==> src/rtl/core_pkg.sv <==
// Shared constants and one-hot select helpers for the core control and dispatch blocks.
// Latency: none (types and functions only).
// Backpressure: not applicable.
package core_pkg;

  localparam int CORE_WIDTH       = 32;
  localparam int CORE_NODES       = 5;
  localparam int CORE_RAM_LATENCY = 2;

  // Selects are zero-extended to this width before inspection.
  localparam int CORE_SEL_MAX_W = 64;
  localparam int CORE_IDX_MAX_W = 8;

  typedef logic [CORE_SEL_MAX_W-1:0] core_sel_t;
  typedef logic [CORE_IDX_MAX_W-1:0] core_idx_t;

  // Legal when exactly one bit is set and that bit lies below n.
  function automatic logic onehot_legal(input core_sel_t sel, input int n);
    int   ones;
    logic high;
    ones = 0;
    high = 1'b0;
    for (int i = 0; i < CORE_SEL_MAX_W; i++) begin
      if (sel[i]) begin
        ones++;
        if (i >= n) high = 1'b1;
      end
    end
    return (ones == 1) && !high;
  endfunction

  // Index of the set bit; only meaningful for a legal one-hot select.
  function automatic core_idx_t onehot_to_idx(input core_sel_t sel);
    core_idx_t idx;
    idx = '0;
    for (int i = 0; i < CORE_SEL_MAX_W; i++) begin
      if (sel[i]) idx = core_idx_t'(i);
    end
    return idx;
  endfunction

endpackage

==> src/rtl/core_rd_pipe.sv <==
// Valid/payload delay line tracking which slot each outstanding RAM read belongs to.
// Latency: depth cycles from in_vld to out_vld.
// Backpressure: none; advances every cycle, cleared by reset.
module core_rd_pipe #(
  parameter int depth     = 3,
  parameter int payload_w = 3
) (
  input  logic                 clk,
  input  logic                 reset,
  input  logic                 in_vld,
  input  logic [payload_w-1:0] in_dat,
  output logic                 out_vld,
  output logic [payload_w-1:0] out_dat
);

  logic [depth-1:0]     vld_q, vld_d;
  logic [payload_w-1:0] dat_q [depth];
  logic [payload_w-1:0] dat_d [depth];

  // Shift every stage by one position, new entry enters stage 0.
  always_comb begin
    vld_d[0] = in_vld;
    dat_d[0] = in_dat;
    for (int i = 1; i < depth; i++) begin
      vld_d[i] = vld_q[i-1];
      dat_d[i] = dat_q[i-1];
    end
  end

  // Stage registers; reset drops every outstanding entry.
  always_ff @(posedge clk) begin
    if (reset) begin
      vld_q <= '0;
      for (int i = 0; i < depth; i++) dat_q[i] <= '0;
    end else begin
      vld_q <= vld_d;
      dat_q <= dat_d;
    end
  end

  assign out_vld = vld_q[depth-1];
  assign out_dat = dat_q[depth-1];

endmodule

==> src/rtl/core_data_dispatcher.sv <==
// Issues RAM reads for one-hot node selects and scatters returned words into per-slot registers.
// Latency: slot data and node_load appear ram_latency+2 cycles after the issuing edge.
// Backpressure: none; enable only gates new issues, in-flight reads always drain.
module core_data_dispatcher #(
  parameter int width                  = core_pkg::CORE_WIDTH,
  parameter int number_of_node_in_core = core_pkg::CORE_NODES,
  parameter int ram_latency            = core_pkg::CORE_RAM_LATENCY
) (
  input  logic                                    clk,
  input  logic                                    reset,
  input  logic                                    enable,
  input  logic [width-1:0]                        verlet_cnt_sig,
  input  logic [width-1:0]                        ram_data_in_address,
  input  logic [width-1:0]                        ram_rd_data,
  output logic                                    ram_rd_en,
  output logic [width-1:0]                        ram_rd_addr,
  output logic [number_of_node_in_core*width-1:0] node_data,
  output logic [number_of_node_in_core-1:0]       node_load,
  output logic                                    frame_valid,
  output logic                                    sel_error
);
  import core_pkg::*;

  localparam int N     = number_of_node_in_core;
  localparam int IDX_W = (N > 1) ? $clog2(N) : 1;

  logic             sel_legal;
  logic             issue;
  logic [IDX_W-1:0] issue_idx;

  logic             rd_en_q, rd_en_d;
  logic [width-1:0] rd_addr_q, rd_addr_d;
  logic             sel_error_q, sel_error_d;

  logic             pipe_vld;
  logic [IDX_W-1:0] pipe_idx;

  logic             cap_vld_q, cap_vld_d;
  logic [IDX_W-1:0] cap_idx_q, cap_idx_d;
  logic [width-1:0] cap_dat_q, cap_dat_d;

  logic [N*width-1:0] node_data_q, node_data_d;
  logic [N-1:0]       node_load_q, node_load_d;
  logic               frame_valid_q, frame_valid_d;
  logic [N-1:0]       mask_q, mask_d;
  logic [N-1:0]       mask_new;

  // Decode the select: legality check and slot index.
  always_comb begin
    sel_legal = onehot_legal(core_sel_t'(verlet_cnt_sig), N);
    issue     = enable && sel_legal;
    issue_idx = IDX_W'(onehot_to_idx(core_sel_t'(verlet_cnt_sig)));
  end

  // Read strobe/address for the RAM; address holds when nothing is issued.
  always_comb begin
    rd_en_d     = issue;
    rd_addr_d   = issue ? ram_data_in_address : rd_addr_q;
    sel_error_d = sel_error_q | (enable & ~sel_legal);
  end

  // One stage per RAM latency cycle plus the registered strobe cycle.
  core_rd_pipe #(
    .depth     (ram_latency + 1),
    .payload_w (IDX_W)
  ) u_rd_pipe (
    .clk     (clk),
    .reset   (reset),
    .in_vld  (issue),
    .in_dat  (issue_idx),
    .out_vld (pipe_vld),
    .out_dat (pipe_idx)
  );

  // Register returning RAM data together with its slot tag.
  always_comb begin
    cap_vld_d = pipe_vld;
    cap_idx_d = pipe_idx;
    cap_dat_d = pipe_vld ? ram_rd_data : cap_dat_q;
  end

  // Write the captured word into its slot and track frame completion.
  always_comb begin
    node_data_d   = node_data_q;
    node_load_d   = '0;
    frame_valid_d = 1'b0;
    for (int i = 0; i < N; i++) begin
      if (cap_vld_q && (cap_idx_q == IDX_W'(i))) begin
        node_data_d[i*width +: width] = cap_dat_q;
        node_load_d[i]                = 1'b1;
      end
    end
    mask_new = mask_q | node_load_d;
    // The last slot closes the frame whether or not every slot arrived.
    if (node_load_d[N-1]) begin
      frame_valid_d = &mask_new;
      mask_d        = '0;
    end else begin
      mask_d = mask_new;
    end
  end

  // State registers; reset overrides any same-cycle issue or capture.
  always_ff @(posedge clk) begin
    if (reset) begin
      rd_en_q       <= 1'b0;
      rd_addr_q     <= '0;
      sel_error_q   <= 1'b0;
      cap_vld_q     <= 1'b0;
      cap_idx_q     <= '0;
      cap_dat_q     <= '0;
      node_data_q   <= '0;
      node_load_q   <= '0;
      frame_valid_q <= 1'b0;
      mask_q        <= '0;
    end else begin
      rd_en_q       <= rd_en_d;
      rd_addr_q     <= rd_addr_d;
      sel_error_q   <= sel_error_d;
      cap_vld_q     <= cap_vld_d;
      cap_idx_q     <= cap_idx_d;
      cap_dat_q     <= cap_dat_d;
      node_data_q   <= node_data_d;
      node_load_q   <= node_load_d;
      frame_valid_q <= frame_valid_d;
      mask_q        <= mask_d;
    end
  end

  assign ram_rd_en   = rd_en_q;
  assign ram_rd_addr = rd_addr_q;
  assign node_data   = node_data_q;
  assign node_load   = node_load_q;
  assign frame_valid = frame_valid_q;
  assign sel_error   = sel_error_q;

endmodule

==> config.mk <==
export PLATFORM = sky130hd
export DESIGN_NAME = core_data_dispatcher
export DESIGN_NICKNAME = d
export VERILOG_FILES = /design/src/rtl/core_pkg.sv /design/src/rtl/core_rd_pipe.sv /design/src/rtl/core_data_dispatcher.sv
export SDC_FILE = /design/constraint.sdc
export NUM_CORES = 1
export LEC_CHECK = 0
export ABC_CLOCK_PERIOD_IN_PS = 34000
export BUFFER_PORTS_ARGS = -buffer_cell sky130_fd_sc_hd__buf_4
export CAP_MARGIN = 30
export CORE_ASPECT_RATIO = 1.25
export CORE_MARGIN = 2
export CORE_UTILIZATION = 33
export CTS_BUF_LIST = sky130_fd_sc_hd__clkbuf_4
export DETAILED_ROUTE_END_ITERATION = 8
export GPL_ROUTABILITY_DRIVEN = 0
export SLEW_MARGIN = 10
export SYNTH_ARGS = -nofsm -noshare
export SYNTH_HDL_FRONTEND = slang
export SYNTH_SLANG_ARGS = --single-unit
==> constraint.sdc <==
create_clock -name clk -period 34 [get_ports clk]
set_input_delay 1.7 -clock clk [delete_from_list [all_inputs] [get_ports clk]]
set_output_delay 1.7 -clock clk [all_outputs]
set_load 0.1 [all_outputs]
==> results of run 1 <==
==> worst max-delay path: cells and delay by family <==
family / cells / cell delay [ps]
AOI/OAI and AO/OA: 16 / 2490
xor gates and xnor gates: 6 / 850
adders and majority gates: 30 / 8300
buffers and inverters: 7 / 670
muxes: 12 / 2810
and+or+nand+nor: 26 / 3630
==> cell families (layout without fill, tap and decap cells) <==
kind of cell / Yosys count / after routing / share of synthesized area [%]
simple gates: 537 / 537 / 20.49
flops: 251 / 251 / 46.75
compound gates: 220 / 220 / 11.19
buf+inv: 113 / 436 / 4.168
mux: 76 / 76 / 7.171
xor+xnor: 65 / 65 / 6.624
fa+ha+maj: 31 / 31 / 3.609
other cells: 0 / 3 / 0
==> layout make-up <==
class / count / area share, %
Clock inverter: 16 / 0.8759
Tap cell: 412 / 3.645
Sequential cell: 251 / 35.54
Clock buffer: 93 / 4.937
Inverter: 19 / 0.5043
Antenna cell: 3 / 0.05308
Multi-Input combinational cell: 929 / 37.45
Timing Repair Buffer: 308 / 17.00
==> stage by stage <==
step           power (mW)  area [µm²]
6_report           0.9607       14140
5_1_grt             1.045       14140
4_1_cts            0.9744       14050
3_5_place_dp       0.7049       13230
3_3_place_gp       0.6887       13190
2_1_floorplan      0.6287       10750
==> power groups by stage <==
stage               logic [mW]  clock network (mW)  registers, mW
floorplan                0.327                   0          0.302
global placement         0.387                   0          0.302
detailed placement       0.403                   0          0.302
CTS                      0.407               0.273          0.295
global route             0.462               0.287          0.295
finish                   0.403               0.263          0.295
==> cells in the mapped netlist, types with 4 or more instances <==
cell type	instances	share of area, %
a21oi_1	174	8.1
nand3_1	6	0.28
clkbuf_1	87	3.0
and2_1	5	0.29
o21ai_0	8	0.37
xnor3_2	5	1.1
nor2b_1	16	0.93
dfxtp_1	251	47
o21bai_1	6	0.42
xor2_1	21	1.7
ha_1	31	3.6
mux2i_1	68	6.3
o21a_1	4	0.28
xnor2_1	34	2.8
nor3_1	18	0.84
nor4_1	6	0.35
nor2_1	93	3.2
mux2_2	8	0.84
nand2_1	369	13
nand2b_1	4	0.23
inv_1	19	0.66
o31ai_1	6	0.42
or2_2	4	0.23
==> flip-flops by register name (all words and copies together), names as in the netlist, 4 cells and up <==
register / cells
u_rd_pipe.dat_d: 6
node_data: 160
node_load: 5
mask_q: 4
cap_dat_q: 32
ram_rd_addr: 32
==> final timing paths <==
check | from | endpoint | cells after the start | slack [ps]
worst max-delay path | verlet_cnt_sig[0] | ram_rd_addr[20] | 97 | 14030
worst min-delay path | u_rd_pipe.out_dat[0] | cap_idx_q[0] | 1 | 430
worst max register to register | cap_vld_q | frame_valid | 5 | 31720
worst min register to register | u_rd_pipe.out_dat[0] | cap_idx_q[0] | 1 | 430
==> routing by layer <==
metal | global-route usage [%] | share of wire, % | wire, µm | vias to the layer above
met5 | 0 | 0 | 0 | -
met4 | 7.297 | 2.6 | 847 | 0
li1 | - | - | - | 4855
met1 | 20.86 | 40 | 13030 | 4528
met2 | 33.47 | 51 | 16560 | 307
met3 | 4.495 | 6.7 | 2187 | 53
==> results.ini, run 1 <==
[sta]
slew_headroom_pct=33.09
setup_slack_ps=14030
tightest_slew_ps=1004
hold_ws_ps=432.3
max_freq_mhz=50.06
hold_viol=0
post-route-period-util_pct=58.75
slew_violations=0
rsz0062_at_grt=no
tns_ps=0
clock_skew_ps=71.06
setup_viol=0
period_minus_slack_ps=19970

[finish]
regArea_um2=5026
area_growth_pct=31.58
fin_util_pct=44.24
drive_gt1_share_pct=27.23
fillCellCount=3299
nNetsFinal=1706
final_cell_mix=nand2_1 (369), buf_4 (302), dfxtp_1 (250), a21oi_1 (174), clkbuf_4 (93)
final_cells=2031
multi_input_area_um2=5296
mostFrequentLayoutCell=nand2_1

[power_and_ir_drop]
p_int_mw=0.6329
pwr-share-comb_pct=41.9
swShare_pct=34.12
switching_power_mw=0.3278
power_density_nw_per_um2=67.93
share_seq_of_total_power_pct=30.7
p_leak_nw=5.997
vdd_drop_max_v=0.00006893
clockPowerShare_pct=27.4

[cts]
post-cts-setup-buffers=0
cts_buffers=67
post_cts_resized=0
clockBufferDepth=3
ctsHtreeMaxLevel=3
cts_tree=yes
cts_root_buf=clkbuf_4
hold_buffers=0
clock-sinks=251
clock_latency_ps=690
clkTransAtPathRegs_ps=60

[synthesis]
synth_nets=1423
ys_seq_elements=251
ys.flop_type=dfxtp_1
syn_area_um2=10750
synth_cells=1293
synthArstFlopShare_pct=0
seq_area_frac_synth_pct=46.75
ys_types=53
avgSynthCellArea_um2=8.312
synth_edf_count=0
synth_warnings=0

[die]
start_util_pct=33.62
rows=73
die_x_um=165.4
io_pins=299
fp.dieH_um=205.8
core_um2=31970
dieArea_um2=34040

[worst_hold_path]
hp-class=reg -> reg

[placement]
dp_cells=1916
portBuffers=298
dp_slack_ps=13340
dp_hpwl_um=21890

[job]
maxCapViolations=0

[critical_path]
critical-path-max-stage-delay_ps=340
worstPathRequired_ps=34520
cp_common_cell=ha_1
critPathMaxFanout=24
crit_slowest_cell=a221oi_1
worstSetupPathType=in -> reg
crit_path_start_kind=input port
endpoint_kind=flip-flop
crit_arrival_ps=20490

[grt]
antenna_found_initial=2
grt_max_degree=150
grt_usage_pct=18.56
grt_pass1_vias=9542
gr-total-overflow=0
grt_pass1_wl_um=49630

[route]
dr.pass1.iters=5
postRouteAntennaNets=0
drc_errors=0
vias=9743
wl_per_cell_um=16.06
vias_per_cell=4.797
drt_iter0_drc=612
routed_wl_um=32630

[run_status]
status=complete, no violations

Power figures use the tool's default switching activity.
==> run 2, diff against run 1 <==
--- a/config.mk
+++ b/config.mk
@@ -5,7 +5,7 @@
 export SDC_FILE = /design/constraint.sdc
 export NUM_CORES = 1
 export LEC_CHECK = 0
-export ABC_CLOCK_PERIOD_IN_PS = 34000
+export ABC_CLOCK_PERIOD_IN_PS = 19690
 export BUFFER_PORTS_ARGS = -buffer_cell sky130_fd_sc_hd__buf_4
 export CAP_MARGIN = 30
 export CORE_ASPECT_RATIO = 1.25
==> constraint.sdc (replaced) <==
create_clock -name clk -period 19.69 [get_ports clk]
set_input_delay 0.9845 -clock clk [delete_from_list [all_inputs] [get_ports clk]]
set_output_delay 0.9845 -clock clk [all_outputs]
set_load 0.1 [all_outputs]
==> run 2 against run 1 <==
Count of clock-buffer cells in the layout up 8. Total power grew 75%. Die area stayed put. Final cell count about the same. Critical endpoint is now ram_rd_addr[21]. Wire length decreased by 0.56%. Hold slack about the same. Critical path depth is the same. First-iteration DRC count is 4.2% higher. Register-to-register slack worse by 14000 ps. Via count decreased by 0.69%. Highest routed layer unchanged.
==> results.ini, run 2 (same netlist as run 1, synthesis figures left out) <==
[critical_path]
r2r-start=cap_vld_q  ; unchanged
crit_path_start_kind=input port  ; unchanged
critical-path-max-stage-delay_ps=320  ; was 340 ps
critPathMaxFanout=33  ; was 24
crit_arrival_ps=19130  ; was 20490 ps
crit_start=verlet_cnt_sig[0]  ; unchanged
endpoint_kind=flip-flop  ; unchanged
ff2ff_setup_slack_ps=17410  ; was 31720 ps
cp_common_cell=ha_1  ; unchanged
worstPathRequired_ps=20200  ; was 34520 ps
crit_slowest_cell=ha_1  ; was a221oi_1
worstSetupPathType=in -> reg  ; unchanged

[grt]
grt_pass1_vias=9344  ; was 9542
grt_max_degree=93  ; was 150
antenna_found_initial=3  ; was 2
grt_pass1_wl_um=48950  ; was 49630 µm
gr-total-overflow=0  ; unchanged
grt_usage_pct=18.39  ; was 18.56%

[die]
dieArea_um2=34040  ; unchanged
die_x_um=165.4  ; unchanged
start_util_pct=33.62  ; unchanged
core_um2=31970  ; unchanged
io_pins=299  ; unchanged
fp.dieH_um=205.8  ; unchanged
rows=73  ; unchanged

[sta]
rsz0062_at_grt=no  ; unchanged
setup_viol=0  ; unchanged
hold_viol=0  ; unchanged
slew_headroom_pct=36.09  ; was 33.09%
period_minus_slack_ps=18620
slew_violations=0  ; unchanged
tightest_slew_ps=958.6  ; was 1004 ps
post-route-period-util_pct=94.57
tns_ps=0  ; unchanged
max_freq_mhz=53.70
clock_skew_ps=36.41  ; was 71.06 ps

[route]
dr.pass1.iters=4  ; was 5
vias_per_cell=4.762  ; was 4.797
postRouteAntennaNets=0  ; unchanged
routed_wl_um=32450  ; was 32630 µm
vias=9676  ; was 9743
drt_iter0_drc=638  ; was 612
drc_errors=0  ; unchanged
wl_per_cell_um=15.97  ; was 16.06 µm

[placement]
portBuffers=298  ; unchanged
placed_area_um2=13220  ; was 13230 µm²
dp_hpwl_um=22080  ; was 21890 µm

[job]
maxCapViolations=0  ; unchanged

[cts]
clock_latency_ps=660  ; was 690 ps
cts_buffers=67  ; unchanged
cts_tree=yes  ; unchanged
clock-sinks=251  ; unchanged
clkTransAtPathRegs_ps=70  ; was 60 ps
hold_buffers=0  ; unchanged
clockBufferDepth=3  ; unchanged
ctsHtreeMaxLevel=3  ; unchanged
cts_root_buf=clkbuf_4  ; unchanged

[power_and_ir_drop]
vdd_drop_max_v=0.0001244  ; was 0.00006893 V
power_density_nw_per_um2=119.0  ; was 67.93 nW/µm²
p_leak_nw=5.986  ; was 5.997 nW

[worst_hold_path]
worstHoldStart=u_rd_pipe.dat_d[2]  ; was u_rd_pipe.out_dat[0]
hp-class=reg -> reg  ; unchanged

[finish]
drive_gt1_share_pct=27.89  ; was 27.23%
fillCellCount=3247  ; was 3299
nNetsFinal=1708  ; was 1706
multi_input_area_um2=5324  ; was 5296 µm²
final_cell_mix=nand2_1 (369), buf_4 (306), dfxtp_1 (250), a21oi_1 (173), clkbuf_4 (101)  ; was nand2_1 (369), buf_4 (302), dfxtp_1 (250), a21oi_1 (174), clkbuf_4 (93)
mostFrequentLayoutCell=nand2_1  ; unchanged
regArea_um2=5026  ; unchanged
area_growth_pct=31.57  ; was 31.58%
largest_register_ffs=160  ; unchanged
final_area_um2=14140  ; about the same

[run_status]
status=complete, no violations  ; unchanged

## run 2: cell types whose count changed in the layout (fill, tap and decap cells not counted), sizes merged
cell	change
buf	+2
bufinv	-1
clkbuf	+8
clkinv	-6
clkinvlp	+1
inv	-3
## run 2: final timing paths
| check | cells past startpoint | to |
|---|---|---|
| worst max-delay path | 97 | ram_rd_addr[21] |
| worst min-delay path | 1 | u_rd_pipe.out_dat[2] |
| worst max register to register | 5 | frame_valid |
| worst min register to register | 1 | u_rd_pipe.out_dat[2] |
## run 2: what timing repair did
item / CTS / global route
buffers inserted: 0 / 3
resized for setup: 0 / 7
endpoints found under the setup margin: 0 / 34
## run 2: stage by stage
step / worst slack, ps / hold WS, ps / power (mW) / util [%] / cells
floorplan: 1433 / 413.8 / 1.086 / - / 1293
global placement: 746.9 / 422.3 / 1.189 / 41.35 / 1916
detailed placement: 46.20 / 427.3 / 1.214 / 41.35 / 1916
CTS: 769.4 / 435.2 / 1.672 / 43.91 / 2024
global route: 5.482 / 451.0 / 1.817 / 44.23 / 2032
finish: 1069 / 432.7 / 1.683 / 44.23 / 2032
## run 2: layer usage
| metal | track usage [%] | wire length (µm) |
|---|---|---|
| met2 | 33.33 | 16490 |
| met5 | 0 | 0 |
| met1 | 20.80 | 13050 |
| met3 | 4.455 | 2266 |
| met4 | 6.527 | 646 |
## run 2: critical path, delay by kind of cell
family	cells	cell delay (ps)
AO/OA/AOI/OAI	16	2140
multiplexers	12	2890
buffers and inverters	7	580
AND/OR/NAND/NOR	26	3330
XOR/XNOR	6	900
adder cells (fa/ha/maj)	30	8280
## run 2: cell type report
type,instances,area share (%)
clock buffer,101,5.362
sequential,251,35.54
clock inverter,7,0.4247
multi-input combinational,929,37.65
timing repair buffer,310,16.82
antenna,3,0.05309
tap,412,3.645
inverter,19,0.5043
## run 2: power by group
part           switching, mW  internal (mW)  total [mW]
Combinational          0.369          0.355       0.724
Clock                  0.205          0.245       0.450
Sequential          0.000462          0.509       0.509
==> run 3, diff against run 2 <==
--- a/config.mk
+++ b/config.mk
@@ -14,6 +14,7 @@
 export CTS_BUF_LIST = sky130_fd_sc_hd__clkbuf_4
 export DETAILED_ROUTE_END_ITERATION = 8
 export GPL_ROUTABILITY_DRIVEN = 0
+export PLACE_DENSITY_LB_ADDON = 0.25
 export SLEW_MARGIN = 10
 export SYNTH_ARGS = -nofsm -noshare
 export SYNTH_HDL_FRONTEND = slang
==> run 3 against run 2 <==
Clock power rose by 5.3%. Combinational power rose by 0.8%. Sequential share of layout area fell by 0.25 points. Hold slack improved by 4.2 ps. Register-to-register slack got worse by 80 ps. Largest power group unchanged.
==> results.ini, run 3 (same netlist as run 1, synthesis figures left out) <==
[sta]
max_freq_mhz=53.73  ; was 53.70 MHz
post-route-period-util_pct=94.52  ; was 94.57%
hold_ws_ps=436.9  ; was 432.7 ps
hold_viol=0  ; unchanged
clock_skew_ps=43.51  ; was 36.41 ps
slew_violations=0  ; unchanged
tns_ps=0  ; unchanged
slew_headroom_pct=37.55  ; was 36.09%
tightest_slew_ps=936.7  ; was 958.6 ps
setup_viol=0  ; unchanged
setup_slack_ps=1079  ; was 1069 ps
period_minus_slack_ps=18610  ; was 18620 ps

[cts]
clock-sinks=251  ; unchanged
clockBufferDepth=3  ; unchanged
hold_buffers=0  ; unchanged
cts_root_buf=clkbuf_4  ; unchanged
cts_tree=yes  ; unchanged
ctsHtreeMaxLevel=3  ; unchanged
clkTransAtPathRegs_ps=60  ; was 70 ps
cts_buffers=68  ; was 67
clock_latency_ps=680  ; was 660 ps

[critical_path]
crit_arrival_ps=19140  ; was 19130 ps
critical-path-max-stage-delay_ps=330  ; was 320 ps
endpoint_kind=flip-flop  ; unchanged
critical_path.top_delay_family=adder cells  ; unchanged
cp_common_cell=ha_1  ; unchanged
crit_path_start_kind=input port  ; unchanged
worstPathRequired_ps=20220  ; was 20200 ps
rr_worst_depth=5  ; unchanged
crit_start=verlet_cnt_sig[0]  ; unchanged
cp-endpoint=ram_rd_addr[14]  ; was ram_rd_addr[21]
worstSetupPathType=in -> reg  ; unchanged
critPathMaxFanout=33  ; unchanged
r2r-start=cap_vld_q  ; unchanged
ff2ff_setup_slack_ps=17330  ; was 17410 ps
crit_slowest_cell=ha_1  ; unchanged
cp_num_cells=97  ; unchanged
r2r_end=frame_valid  ; unchanged
critPathBufInv=7  ; unchanged

[route]
vias=9766  ; was 9676
wl_per_cell_um=15.95  ; was 15.97 µm
drc_errors=0  ; unchanged
postRouteAntennaNets=0  ; unchanged
vias_per_cell=4.797  ; was 4.762
drt_iter0_drc=503  ; was 638
routed_wl_um=32470  ; was 32450 µm
dr.pass1.iters=5  ; was 4

[grt]
grt_pass1_vias=9443  ; was 9344
grt_max_degree=88  ; was 93
gr-total-overflow=0  ; unchanged
grt_usage_pct=18.68  ; was 18.39%
use_met3_pct=5.039  ; was 4.455%
antenna_found_initial=3  ; unchanged
use_met1_pct=21.46  ; was 20.80%
grt-busiest-layer=met2  ; unchanged
grt_pass1_wl_um=49780  ; was 48950 µm
grt_use_met2_pct=32.47  ; was 33.33%

[placement]
dp_cells=1917  ; was 1916
placed_area_um2=13270  ; was 13220 µm²
dp_hpwl_um=21950  ; was 22080 µm
dp_slack_ps=71.51  ; was 46.20 ps
portBuffers=298  ; unchanged

[finish]
multi_input_area_um2=5326  ; was 5324 µm²
fillCellCount=3231  ; was 3247
drive_gt1_share_pct=28.07  ; was 27.89%
largest_register_ffs=160  ; unchanged
nNetsFinal=1708  ; unchanged
regArea_um2=5026  ; unchanged
area_growth_pct=32.50  ; was 31.57%
final_cell_mix=nand2_1 (368), buf_4 (302), dfxtp_1 (250), a21oi_1 (173), clkbuf_4 (102)  ; was nand2_1 (369), buf_4 (306), dfxtp_1 (250), a21oi_1 (173), clkbuf_4 (101)
final_area_um2=14240  ; was 14140 µm²
mostFrequentLayoutCell=nand2_1  ; unchanged
final_cells=2036  ; was 2032

[run_status]
status=complete, no violations  ; unchanged

[die]
io_pins=299  ; unchanged
die_x_um=165.4  ; unchanged
core_um2=31970  ; unchanged
rows=73  ; unchanged
fp.dieH_um=205.8  ; unchanged
dieArea_um2=34040  ; unchanged
start_util_pct=33.62  ; unchanged

[power_and_ir_drop]
vdd_drop_max_v=0.0001654  ; was 0.0001244 V
p_leak_nw=6.042  ; was 5.986 nW
power_density_nw_per_um2=120.3  ; was 119.0 nW/µm²

[worst_hold_path]
hp-class=reg -> reg  ; unchanged
worstHoldStart=u_rd_pipe.vld_q[1]  ; was u_rd_pipe.dat_d[2]

[job]
maxCapViolations=0  ; unchanged

## run 3: cell count changes in the layout (fill, tap and decap cells not counted), moves of 2 or more
cell / before / now
buf_16: 1 / 3
buf_4: 306 / 302
clkinv_4: 0 / 2
clkinvlp_4: 2 / 0
## run 3: repair_timing
item	CTS	global route
buffers inserted	0	1
gates resized for setup	0	7
hold endpoints to repair	0	0
setup endpoints to repair	0	34
## run 3: worst min-delay path by stage
| stage | endpoint | slack (ps) | depth (start not counted) |
|---|---|---|---|
| after floorplan | cap_idx_q[0] | 410 | 1 |
| after global placement | u_rd_pipe.out_dat[1] | 430 | 1 |
| after detailed placement | cap_idx_q[1] | 420 | 1 |
| after CTS | cap_idx_q[1] | 440 | 1 |
| after global routing | u_rd_pipe.vld_q[2] | 450 | 1 |
| final | u_rd_pipe.vld_q[2] | 440 | 1 |
## run 3: report_power, final
group	switching [mW]	leakage, nW	internal, mW	total (mW)
Clock	0.212	0.524	0.262	0.474
Sequential	0.000463	2.02	0.509	0.509
Combinational	0.376	3.49	0.354	0.730
## run 3: worst reg2reg max path, delay by kind of cell (launching register included)
family	cells	cell delay (ps)
flops	1	340
simple gates	5	1980
## run 3: area by class of cell
cell class / count / share of cell area, %
Antenna cell: 3 / 0.05271
Clock buffer: 102 / 5.377
Clock inverter: 11 / 0.7380
Inverter: 19 / 0.5008
Multi-Input combinational cell: 929 / 37.40
Sequential cell: 251 / 35.29
Tap cell: 412 / 3.620
Timing Repair Buffer: 309 / 17.02
## run 3: metrics by stage
step                      total power, mW  utilization [%]
final                               1.714            44.55
after global placement              1.188            41.31
after CTS                           1.705            44.24
after global routing                1.851            44.55
after detailed placement            1.219            41.52
after floorplan                     1.086                -
## run 3: layer usage
metal | up-vias | part of all wire (%)
met5 | - | 0
met4 | 0 | 2.7
met3 | 64 | 7.2
met2 | 319 | 50
met1 | 4513 | 40
li1 | 4870 | -
